`src/rtl/ifetch.sv`:
```
// ifetch: instruction fetch unit, single outstanding imem read feeding a small decode FIFO
// Ports:
//   clk, reset                  clock (rising edge), asynchronous active-high reset
//   pc_addr / pc_en / flush     current PC in, PC advance out, jump-taken in
//   mem_req / mem_addr          read request and address to imem
//   mem_gnt / mem_rvalid / mem_rdata  imem accept, response valid, response data
//   inst_valid / inst / inst_addr / inst_ready  FIFO head towards decode
module ifetch #(
  parameter int ADDR_WIDTH = 32,
  parameter int DATA_WIDTH = 32,
  parameter int BUF_DEPTH  = 2
) (
  input  logic                  clk,
  input  logic                  reset,
  input  logic [ADDR_WIDTH-1:0] pc_addr,
  output logic                  pc_en,
  input  logic                  flush,
  output logic                  mem_req,
  output logic [ADDR_WIDTH-1:0] mem_addr,
  input  logic                  mem_gnt,
  input  logic                  mem_rvalid,
  input  logic [DATA_WIDTH-1:0] mem_rdata,
  output logic                  inst_valid,
  output logic [DATA_WIDTH-1:0] inst,
  output logic [ADDR_WIDTH-1:0] inst_addr,
  input  logic                  inst_ready
);
  localparam int PW = $clog2(BUF_DEPTH);
  localparam int CW = PW + 1;
  typedef enum logic [1:0] {IDLE, REQ, WAIT, DROP} state_t;
  state_t state, state_next;
  logic [PW-1:0] wr_ptr, rd_ptr;
  logic [CW-1:0] count, count_pop, count_next;
  logic [ADDR_WIDTH-1:0] req_addr;
  logic [DATA_WIDTH-1:0] data_mem [BUF_DEPTH];
  logic [ADDR_WIDTH-1:0] addr_mem [BUF_DEPTH];
  logic pop, push;
  always_comb begin
    pop        = inst_valid & inst_ready;
    push       = (state == WAIT) & mem_rvalid & ~flush;
    count_pop  = count - CW'(pop);
    count_next = count_pop + CW'(push);
    state_next = state;
    // flush steers every state towards the new path; a response already
    // granted for the old path must be swallowed in DROP
    case (state)
      IDLE:    state_next = (flush | (count_pop < CW'(BUF_DEPTH))) ? REQ : IDLE;
      REQ:     state_next = mem_gnt ? (flush ? DROP : WAIT) : REQ;
      WAIT:    state_next = mem_rvalid ? ((flush | (count_next < CW'(BUF_DEPTH))) ? REQ : IDLE)
                                       : (flush ? DROP : WAIT);
      default: state_next = mem_rvalid ? REQ : DROP;
    endcase
  end
  assign mem_req    = state == REQ;
  assign mem_addr   = mem_req ? pc_addr : '0;
  assign pc_en      = mem_req & mem_gnt & ~flush;
  assign inst_valid = count != '0;
  assign inst       = inst_valid ? data_mem[rd_ptr] : '0;
  assign inst_addr  = inst_valid ? addr_mem[rd_ptr] : '0;
  always_ff @(posedge clk or posedge reset) begin
    if (reset) begin
      state    <= IDLE;
      count    <= '0;
      wr_ptr   <= '0;
      rd_ptr   <= '0;
      req_addr <= '0;
    end else begin
      state <= state_next;
      if (mem_req & mem_gnt) req_addr <= pc_addr;
      if (flush) begin
        count  <= '0;
        wr_ptr <= '0;
        rd_ptr <= '0;
      end else begin
        count <= count_next;
        if (push) wr_ptr <= wr_ptr + PW'(1);
        if (pop) rd_ptr <= rd_ptr + PW'(1);
      end
    end
  end
  always_ff @(posedge clk) begin
    if (push) begin
      data_mem[wr_ptr] <= mem_rdata;
      addr_mem[wr_ptr] <= req_addr;
    end
  end
endmodule

```
`config.mk`:
```
export PLATFORM = sky130hd
export DESIGN_NAME = ifetch
export DESIGN_NICKNAME = d
export VERILOG_FILES = /design/src/rtl/ifetch.sv
export SDC_FILE = /design/constraint.sdc
export NUM_CORES = 1
export LEC_CHECK = 0
export BUFFER_PORTS_ARGS = -buffer_cell sky130_fd_sc_hd__buf_2
export CORE_ASPECT_RATIO = 2
export CORE_MARGIN = 1.5
export CORE_UTILIZATION = 30
export DETAILED_ROUTE_END_ITERATION = 12
export GPL_ROUTABILITY_DRIVEN = 0
export GPL_TIMING_DRIVEN = 0
export SETUP_SLACK_MARGIN = 0.5
export SYNTH_ARGS = -nofsm -noshare
export SYNTH_HDL_FRONTEND = slang
export SYNTH_SLANG_ARGS = --single-unit
```
`constraint.sdc`:
```
create_clock -name clk -period 6.1 [get_ports clk]
set_clock_uncertainty 0.1 [all_clocks]
set_input_delay 0.61 -clock clk [delete_from_list [all_inputs] [get_ports clk]]
set_output_delay 0.61 -clock clk [all_outputs]
set_load 0.1 [all_outputs]
```
==> run summary <==
maximum clock rate = 346 MHz
total global-route track usage = 12.9%
drt total wl = 14.3 mm
clock insertion delay at the later pin of the skew report = 430 ps
final hold violation count = 0
share of the synthesized area in the top cell type = 57.8%
highest metal used = met4
CP Data Required Time = 5390 ps
Mapped Avg Cell Area = 16.2 um^2
die area = 23100 um^2
Reg2Reg Launch Point = state[0]$_DFF_PP0_
largest family of logic cells by synthesized area = multiplexers
share of cells above drive strength 1 = 41.0%
total CTS buffers = 17
slowest CP cell = buf_2
Setup CP Type = flip-flop to output pin
post-synthesis sequential area ratio = 72.1%
WL/cell = 16.2 um
Net Count, Synth = 482
Syn-to-layout area delta = 27.6%
DP HPWL = 10.5 mm
reg2reg end = addr_mem[0][26]$_DFFE_PP_
postcts setup bufs = 0
pin count of the biggest net entering global routing = 65
setup slack, reg-to-reg = 3850 ps
total grt overflow = 0
I/O Pins = 169
Final ANT Viol Nets = 0
core area = 21700 um^2
Clock Tree Root = clkbuf_16
vias = 3859
worst path bufs/invs = 3
CP Capture Type = output pin
Max-Cap Viols = 0
CTS Sinks = 166
cell count after synthesis = 410
first-pass GRT wire length = 21.3 mm
DRC viols = 0
Final min period = 2890 ps
cell repeated most along the worst path = buf_2
worst-path cell chain = buf_2 > buf_2 > mux2i_1 > nor2_1 > buf_2
RSZ-0062 raised after global routing = no
XOR/XNOR Fraction of Synth Area = 0.395%
CTS clock-pin slew for the worst setup and hold paths = 70 ps
Crit path largest cell delay = 460 ps
Register Area = 4790 um^2
count of final setup violators = 0
htree depth = 4
top cells by area, synth = edfxtp_1 58%, dfrtp_1 14%, mux2i_1 9.6%
outcome = complete, no violations
# diodes = 0
clk buf depth = 2
Post-Synth Simple-Gate Area = 8.03%
final worst-path cycle share = 47.4%
Worst Reg-to-Reg Cells = 4
nets = 671
Fin Setup TNS = 0 ps
area leader, netlist = edfxtp_1
crit path max fanout = 10
via/cell ratio = 4.36
Post-CTS Resized = 0
Worst-Margin Slew = 943 ps
CP startpoint kind = flip-flop
flops & latches, synth = 166
Die Width = 108 um
Filler Cells Inserted = 2059
TritonCTS clock tree = yes
yosys warns = 0
initial antenna violation count = 0
Iter 0 DRT Violations = 132
mux cell area share after synthesis = 16.6%
WL met2 = 8.10 mm
area occupied by multi-input gates = 1740 um^2
Mapped Area = 6650 um^2
CP arrival = 2180 ps
Unique masters post-synth = 29
Synth Area in Adders = 0.376%
vias in the first global route = 4024
Die H = 214 um
slew margin rel. = 37.1%
Initial Util = 30.7%
met3 routed WL = 570 um
max-slew violation count = 0
Row Count = 76
DRT Pass-1 Iters = 4
Synth Area in Compound Gates = 0.508%
hold buffer count at cts = 0
wl on met1 = 5.02 mm
delay-heaviest family, CP = buffers and inverters
# port buffers = 167
worst min-delay path class = primary input to asynchronous set/reset pin
[kinds of logic (layout without fill, tap and decap cells)]
family	count (synthesis)	in the layout
fa+ha+maj	2	2
simple gates	111	111
buf+inv	27	229
flops	166	166
compound gates	5	5
mux	96	96
xor+xnor	3	3
[cells in the final DEF (no fill, tap or decap), types with 2 or more instances in the layout]
cell type  instances
buf_1              5
o21ai_0            2
dfrtp_1           38
and2_1            32
mux2i_1           64
buf_2            174
buf_16             2
mux2_2             5
inv_1              5
clkinv_4           2
clkbuf_16         19
inv_6              4
xor2_1             2
edfxtp_1         128
nor2_1            69
clkbuf_1           6
clkinv_2           2
buf_6              3
mux2_4            27
inv_4              3
ha_1               2
[per-layer routing]
| layer | vias up | track usage [%] |
|---|---|---|
| li1 | 1851 | - |
| met1 | 1859 | 12.4 |
| met2 | 110 | 23.9 |
| met3 | 39 | 3.01 |
| met4 | 0 | 8.39 |
| met5 | - | 0 |
[flip-flops by register name, indices dropped and copies added (netlist names)]
signal,flops
addr_mem,64
count,2
data_mem,64
rd_ptr,1
req_addr,32
state,2
wr_ptr,1
[worst reg2reg max path, stage by stage, from the launching register on]
cell and delay (ps):
dfrtp_1 410, nand3b_1 270, nor3_4 710, buf_8 280, buf_16 190
[layout make-up]
class	count	area share (%)
multi-input combinational	217	20.4
sequential	166	56.5
clock buffer	21	5.81
inverter	6	0.265
tap	273	4.02
buffer	21	1.34
clock inverter	11	0.958
timing repair buffer	170	10.7
[Yosys cell counts, drive strengths merged]
library cell,n
nor2b,2
buf,16
and2,33
o21ai,2
nor2,69
nand3b,1
nor3,1
inv,6
or2,1
dfrtp,38
xor2,2
a311o,1
edfxtp,128
mux2,32
mux2i,64
clkbuf,5
nand4b,1
a31o,1
a21oi,1
nand2b,1
nand2,2
xnor2,1
ha,2
[worst max path at each step]
stage / to / slack, ps / startpoint / cells after the start
finish: inst_addr[7] / 3210 / rd_ptr$_DFFE_PP0P_ / 5
global route: inst_addr[7] / 3050 / count[1]$_DFF_PP0_ / 5
CTS: inst_addr[7] / 3130 / count[1]$_DFF_PP0_ / 5
detailed placement: data_mem[0][1]$_DFFE_PP_ / 3530 / mem_rvalid / 5
global placement: data_mem[0][18]$_DFFE_PP_ / 680 / mem_rvalid / 3
floorplan: addr_mem[0][0]$_DFFE_PP_ / 2210 / flush / 2
[metrics by stage]
stage | std cells | worst slack, ps | cell area (um^2) | utilization (%) | hold WS, ps
3_3_place_gp | 850 | 677 | 7840 | 36.1 | 345
4_1_cts | 885 | 3130 | 8490 | 39.2 | 244
3_5_place_dp | 853 | 3530 | 7910 | 36.5 | 357
5_1_grt | 885 | 3050 | 8490 | 39.2 | 248
2_1_floorplan | 410 | 2210 | 6660 | - | 337
6_report | 885 | 3210 | 8490 | 39.2 | 252
Power is not shown: default switching activity piles up to over one toggle a cycle in this logic, so the estimate is an artifact.
